File: config.mk
export PLATFORM = sky130hd
export DESIGN_NAME = mac_fetch_flat
export DESIGN_NICKNAME = d
export VERILOG_FILES = /design/src/rtl/mac_fetch_if.sv /design/src/rtl/mac_fetch.sv /design/src/flat_wrapper.sv
export SDC_FILE = /design/constraint.sdc
export NUM_CORES = 1
export LEC_CHECK = 0
export ABC_AREA = 1
export ABC_CLOCK_PERIOD_IN_PS = 7200
export CAP_MARGIN = 25
export CORE_MARGIN = 3
export CORE_UTILIZATION = 47
export DETAILED_ROUTE_END_ITERATION = 6
export PLACE_DENSITY = 0.86
export SLEW_MARGIN = 20
export SYNTH_ARGS = -nofsm -noshare
export SYNTH_HDL_FRONTEND = slang
export SYNTH_SLANG_ARGS = --single-unit
export TNS_END_PERCENT = 20
File: constraint.sdc
create_clock -name clk -period 7.2 [get_ports clk]
set_clock_uncertainty 0.15 [all_clocks]
set_input_delay 1.08 -clock clk [delete_from_list [all_inputs] [get_ports clk]]
set_output_delay 1.08 -clock clk [all_outputs]
set_load 0.01 [all_outputs]
File: src/rtl/mac_fetch_if.sv
// Read-bus bundle between the MAC operand fetcher and memory.
// The fetcher is master; the memory side is slave.
interface mac_fetch_if;
  logic [31:0] bus_a;
  logic [3:0]  bus_ba;
  logic        bus_req;
  logic        bus_busy;
  logic [31:0] bus_di;

  modport master (
    output bus_a,
    output bus_ba,
    output bus_req,
    input  bus_busy,
    input  bus_di
  );

  modport slave (
    input  bus_a,
    input  bus_ba,
    input  bus_req,
    output bus_busy,
    output bus_di
  );
endinterface

File: src/rtl/mac_fetch.sv
// MAC operand fetcher: reads Rn and Rm operands, hands them to the
// MAC unit one at a time and returns post-incremented pointers.
module mac_fetch (
  input  logic        clk,
  input  logic        rst,
  input  logic        ce_r,
  input  logic        start,
  input  logic        op_l,
  input  logic        sat,
  input  logic        same_reg,
  input  logic [31:0] rn_addr,
  input  logic [31:0] rm_addr,
  mac_fetch_if.master bus,
  output logic [1:0]  mac_sel,
  output logic [3:0]  mac_op,
  output logic        mac_s,
  output logic        mac_we,
  output logic [31:0] mac_a,
  output logic [31:0] mac_do,
  output logic [31:0] rn_next,
  output logic [31:0] rm_next,
  output logic        wb_en,
  output logic        busy,
  output logic        done,
  output logic        err
);

  typedef enum logic [2:0] {
    IDLE,
    RD_N,
    WR_N,
    RD_M,
    WR_M,
    FIN
  } state_t;

  state_t      state;
  logic        lng;
  logic        same;
  logic [31:0] rn;
  logic [31:0] rm;

  logic [31:0] sz;
  logic [31:0] rn_sz;
  logic [31:0] rn_sz2;
  logic [31:0] rm_sz;
  logic [31:0] m_addr;
  logic [3:0]  op_code;
  logic        mis_n;
  logic        mis_m;
  logic        mis;

  function automatic logic [3:0] lanes(input logic l, input logic a1);
    if (l) return 4'b1111;
    return a1 ? 4'b0011 : 4'b1100;
  endfunction

  // Operand size, address arithmetic and alignment of the requested pointers.
  always_comb begin
    sz      = lng ? 32'd4 : 32'd2;
    rn_sz   = rn + sz;
    rn_sz2  = rn_sz + sz;
    rm_sz   = rm + sz;
    m_addr  = same ? rn_sz : rm;
    op_code = lng ? 4'b1001 : 4'b1011;
    mis_n   = op_l ? (rn_addr[1:0] != 2'b00) : rn_addr[0];
    mis_m   = op_l ? (rm_addr[1:0] != 2'b00) : rm_addr[0];
    mis     = mis_n | (mis_m & ~same_reg);
  end

  // Fetch sequencer; every output is registered and frozen while ce_r=0.
  always_ff @(posedge clk or posedge rst) begin
    if (rst) begin
      state       <= IDLE;
      lng         <= 1'b0;
      same        <= 1'b0;
      rn          <= '0;
      rm          <= '0;
      bus.bus_a   <= '0;
      bus.bus_ba  <= '0;
      bus.bus_req <= 1'b0;
      mac_sel     <= '0;
      mac_op      <= '0;
      mac_s       <= 1'b0;
      mac_we      <= 1'b0;
      mac_a       <= '0;
      mac_do      <= '0;
      rn_next     <= '0;
      rm_next     <= '0;
      wb_en       <= 1'b0;
      busy        <= 1'b0;
      done        <= 1'b0;
      err         <= 1'b0;
    end else if (ce_r) begin
      err     <= 1'b0;
      done    <= 1'b0;
      wb_en   <= 1'b0;
      mac_we  <= 1'b0;
      mac_sel <= '0;
      mac_op  <= '0;
      unique case (state)
        IDLE: begin
          if (start) begin
            if (mis) begin
              err <= 1'b1;
            end else begin
              lng         <= op_l;
              same        <= same_reg;
              rn          <= rn_addr;
              rm          <= rm_addr;
              mac_s       <= sat;
              busy        <= 1'b1;
              bus.bus_req <= 1'b1;
              bus.bus_a   <= rn_addr;
              bus.bus_ba  <= lanes(op_l, rn_addr[1]);
              state       <= RD_N;
            end
          end
        end
        RD_N: begin
          if (!bus.bus_busy) begin
            bus.bus_req <= 1'b0;
            mac_do      <= bus.bus_di;
            mac_a       <= rn;
            mac_we      <= 1'b1;
            mac_sel     <= 2'b01;
            mac_op      <= op_code;
            state       <= WR_N;
          end
        end
        WR_N: begin
          bus.bus_req <= 1'b1;
          bus.bus_a   <= m_addr;
          bus.bus_ba  <= lanes(lng, m_addr[1]);
          state       <= RD_M;
        end
        RD_M: begin
          if (!bus.bus_busy) begin
            bus.bus_req <= 1'b0;
            mac_do      <= bus.bus_di;
            mac_a       <= m_addr;
            mac_we      <= 1'b1;
            mac_sel     <= 2'b10;
            mac_op      <= op_code;
            state       <= WR_M;
          end
        end
        WR_M: begin
          done    <= 1'b1;
          wb_en   <= 1'b1;
          rn_next <= same ? rn_sz2 : rn_sz;
          rm_next <= same ? rn_sz2 : rm_sz;
          state   <= FIN;
        end
        FIN: begin
          busy  <= 1'b0;
          state <= IDLE;
        end
        default: state <= IDLE;
      endcase
    end
  end

endmodule

File: src/flat_wrapper.sv
// flat-port wrapper written by rule: the top's interface ports become plain ports
module mac_fetch_flat 
  (clk, rst, ce_r, start, op_l, sat, same_reg, rn_addr, rm_addr, mac_sel, mac_op, mac_s, mac_we, mac_a, mac_do, rn_next, rm_next, wb_en, busy, done, err, bus_bus_a, bus_bus_ba, bus_bus_req, bus_bus_busy, bus_bus_di);
  mac_fetch_if bus_i ();
  input  logic clk;
  input  logic rst;
  input  logic ce_r;
  input  logic start;
  input  logic op_l;
  input  logic sat;
  input  logic same_reg;
  input  logic [31:0] rn_addr;
  input  logic [31:0] rm_addr;
  output logic [1:0] mac_sel;
  output logic [3:0] mac_op;
  output logic mac_s;
  output logic mac_we;
  output logic [31:0] mac_a;
  output logic [31:0] mac_do;
  output logic [31:0] rn_next;
  output logic [31:0] rm_next;
  output logic wb_en;
  output logic busy;
  output logic done;
  output logic err;
  output wire logic [$bits(bus_i.bus_a)-1:0] bus_bus_a;
  output wire logic [$bits(bus_i.bus_ba)-1:0] bus_bus_ba;
  output wire logic [$bits(bus_i.bus_req)-1:0] bus_bus_req;
  input wire logic [$bits(bus_i.bus_busy)-1:0] bus_bus_busy;
  input wire logic [$bits(bus_i.bus_di)-1:0] bus_bus_di;
  assign bus_bus_a = bus_i.bus_a;
  assign bus_bus_ba = bus_i.bus_ba;
  assign bus_bus_req = bus_i.bus_req;
  assign bus_i.bus_busy = bus_bus_busy;
  assign bus_i.bus_di = bus_bus_di;
  mac_fetch u_core (.clk(clk), .rst(rst), .ce_r(ce_r), .start(start), .op_l(op_l), .sat(sat), .same_reg(same_reg), .rn_addr(rn_addr), .rm_addr(rm_addr), .bus(bus_i), .mac_sel(mac_sel), .mac_op(mac_op), .mac_s(mac_s), .mac_we(mac_we), .mac_a(mac_a), .mac_do(mac_do), .rn_next(rn_next), .rm_next(rm_next), .wb_en(wb_en), .busy(busy), .done(done), .err(err));
endmodule
==> results.txt <==
----------------------------------------------------
[GRT]
  Met3 Use GR ... between 5 and 6%
  Overall fraction of global-route tracks in use ... 31.1%
  Via count of the first global-routing pass ... ~13,000
  Largest net degree at the start of global routing ... 91
  Met2 Resource Use GR ... 51.9%
  Number of antenna violations at the first check in global routing ... 1
  Aggregate global routing overflow ... 0
  Met1 capacity usage during global routing ... between 40 and 50%
  Wire length of the first global-routing pass ... roughly 74,000 um
  Layer with the highest usage ... met2

[Synth]
  Count of cell types in the netlist ... 46
  Total of flip-flops plus latches after synthesis ... 240
  Number of nets in the synthesized netlist ... about 1,900
  Post-synthesis instance area ... ~13,000 um2
  Share of flip-flops with an asynchronous set or reset after synthesis ... between 90% and 100%
  Sequential-to-total area share from yosys stat ... 46.0%
  Main flop type after synthesis ... sky130_fd_sc_hd__dfrtp_1
  Average instance area after synthesis ... 7.48 um2
  Synthesis Warnings ... 0
  EDFF count, synth ... 0
  Cell count after synthesis ... ~1,700

[Drt]
  Via density ... 5.54
  First-pass DRT Iterations ... 6
  Number of vias after detailed routing ... 13,200
  Detailed Route WL ... between 40,000 and 50,000 um
  Antenna violation net count after detailed routing ... 0
  Iteration-0 DRC count of the detailed router ... 1,320
  Post-detailed-route DRC marker count ... 0
  Wire length per cell ... between 15 and 20 um

[Clock network]
  Maximum clock path buffer count ... 3
  Total clock buffers created by CTS ... 26
  Resized cells post-CTS ... 0
  Clock tree from TritonCTS ... built
  Quantity of hold-fixing buffers added after cts ... 0
  H-tree level count ... 1
  Cell chosen for the clock root ... sky130_fd_sc_hd__clkbuf_16
  Clock slew at reported path FFs ... about 60 ps
  Clock insertion delay at the later pin of the skew report ... ~560 ps
  Post-CTS Setup Bufs ... 0
  Total number of clock tree sinks ... 240

[Status]
  Run status ... finished, final reports clean

[STA]
  Final critical-path share of the clock period ... approximately 57%
  Fmax achieved ... roughly 0.24 GHz
  Max-slew headroom ... 35.5%
  Max Slew Vio Count ... 0
  Final-layout setup total negative slack ... 0 ps
  Total setup violations reported at the end of the flow ... 0
  Unrepaired setup endpoints after global routing ... false
  Clock period minus final worst setup slack ... approximately 4100 ps
  Final Hold Fails ... 0
  Worst Max-Slew Pin Slew ... around 970 ps

[Critical path]
  Max Fanout on Critical Path ... 11
  Required time worst endpoint ... between 7000 and 8000 ps
  Critical path start-end classification ... reg -> reg
  Kind of start point of the critical path ... flop
  Worst setup EP type ... flop
  Critical Path AT ... about 4400 ps

[Power]
  Fraction of power spent switching nets ... 44.6%
  Total Power ... between 0.008 and 0.009 W
  Part of the power in combinational logic ... around half
  Power per standard cell area ... about 470 nW/um2
  Clock network power share ... about 18%
  Sequential share of power ... between 30% and 40%
  Leakage dissipation ... 7.76 nW
  P_sw ... approximately 0.0036 W
  Peak supply drop ... roughly 0.39 mV
  Design internal power ... approximately 0.0045 W

[Final layout]
  Antenna fix cells ... 0
  Total Nets Final ... approximately 2,100
  Area added between synthesis and finish ... 30.4%
  Share of cells above drive strength 1 ... 6.82%
  Final standard cell utilization of the core ... approximately 63%

[Floorplan]
  Die X-Extent ... between 150 and 200 um
  Number of top-level design ports ... 281
  Die Outline Area ... around 30,000 um2
  Initial core utilization ... around half
  Y dimension of the die ... about 170 um
  Placeable core area ... 27,100 um2
  Number of rows in the core area ... 60

[Place]
  Port Buffers ... approximately 280
  Half-perimeter wire length of the detailed placement result ... between 30,000 and 40,000 um
  GP Congestion ... 0.987

[Min path]
  Type of the worst min-delay path ... reg -> reg

[Job]
  # Max-Cap Violations ... 0

----------------------------------------------------
cell type report:
type                    instances  area, um2
multi-input cells            1270       6150
clock inverters                16        216
flip-flops and latches        240       6010
clock buffers                  32        703
inverters                     159        601
fillers                      2389      10100
well taps                     372        465
repair buffers                292       2890
path summary, 6_finish.rpt:
| check | start | to | slack, ps | cells after the start |
|---|---|---|---|---|
| min reg2reg | u_core.mac_do[28] | u_core.mac_do[28] | 320 | 2 |
| max | u_core.lng | u_core.rm_next[25] | 3110 | 17 |
| min in group asynchronous | rst | u_core.bus.bus_a[14] | 860 | 2 |
| min | u_core.mac_do[28] | u_core.mac_do[28] | 320 | 2 |
| max in group asynchronous | rst | u_core.rm[24] | 4590 | 3 |
| max reg2reg | u_core.lng | u_core.rm_next[25] | 3110 | 17 |
cell usage in the layout (no fill, tap or decap), drive strengths merged, types with 6 or more instances in the layout:
cell type      netlist  layout
nand3               80      80
a21oi               48      48
o211ai              16      16
a2bb2oi             22      22
ha                   6       6
clkbuf              57      32
nor2               150     150
a21boi              10      10
nand4               19      19
inv                154     154
nor4                 6       6
clkdlybuf4s50        0     279
xor2                13      13
buf                 21      13
nor3                24      24
or2                 11      11
o21a                24      24
dfrtp              240     240
o22ai                7       7
o21ai              203     203
clkinv               5      13
a31oi               11      11
nand2              600     600
logic make-up (layout without fill, tap and decap cells):
| family | Yosys count | in the layout | synth area share (%) |
|---|---|---|---|
| simple gates | 895 | 895 | 29.4 |
| buf+inv | 237 | 499 | 7.09 |
| xor+xnor | 15 | 15 | 1.06 |
| other cells | 1 | 1 | 0.0287 |
| fa+ha+maj | 8 | 8 | 0.881 |
| compound gates | 351 | 351 | 15.6 |
| flops | 240 | 240 | 46.0 |
cells in the mapped netlist, drive strengths merged, types with 13 or more instances:
cell | instances | area share (%)
dfrtp | 240 | 46
nor3 | 24 | 1.0
o21ai | 203 | 7.8
a21oi | 48 | 1.9
nand4 | 19 | 0.91
nand3 | 80 | 3.4
inv | 154 | 4.4
o211ai | 16 | 0.92
o21a | 24 | 1.4
clkbuf | 57 | 1.6
nand2 | 600 | 18
a2bb2oi | 22 | 1.5
buf | 21 | 0.88
xor2 | 13 | 0.93
nor2 | 150 | 5.3
routing by layer:
layer | vias to the layer above | wire (um)
li1 | 6146 | -
met1 | 6266 | 19200
met2 | 657 | 22300
met3 | 116 | 3890
met4 | 2 | 1820
met5 | - | 13
worst max-delay path, cell delays in order, from the launching register on:
cell	delay, ps
sky130_fd_sc_hd__dfrtp_1	560
sky130_fd_sc_hd__inv_1	270
sky130_fd_sc_hd__ha_1	190
sky130_fd_sc_hd__inv_1	60
sky130_fd_sc_hd__fa_1	430
sky130_fd_sc_hd__nor2_1	330
sky130_fd_sc_hd__nand2_1	310
sky130_fd_sc_hd__nor2_1	220
sky130_fd_sc_hd__nand2_1	70
sky130_fd_sc_hd__nor2_1	210
sky130_fd_sc_hd__nand4_1	320
sky130_fd_sc_hd__nor3_2	350
sky130_fd_sc_hd__nand2_1	120
sky130_fd_sc_hd__nand2_1	90
sky130_fd_sc_hd__nand3_1	80
sky130_fd_sc_hd__nand2_1	110
sky130_fd_sc_hd__nand2_1	60
sky130_fd_sc_hd__nand2_1	90
per-stage QoR:
step / worst slack (ps) / instances / hold WS [ps] / area (um2)
after floorplan: 2820 / 1747 / 303 / 13100
after global placement: 2900 / 2332 / 303 / 16100
after detailed placement: 2810 / 2332 / 307 / 16100
after CTS: 3200 / 2380 / 323 / 17000
after global routing: 2830 / 2381 / 345 / 17000
final: 3110 / 2381 / 320 / 17000
power groups by stage:
stage	combinational (W)	sequential (W)	clock, W
final	0.00397	0.00267	0.00143
after global routing	0.00434	0.00274	0.00150
after CTS	0.00396	0.00265	0.00144
after detailed placement	0.00392	0.00266	0
after global placement	0.00384	0.00265	0
after floorplan	0.00200	0.00265	0
Note: power is estimated with default switching activity, not from simulation.
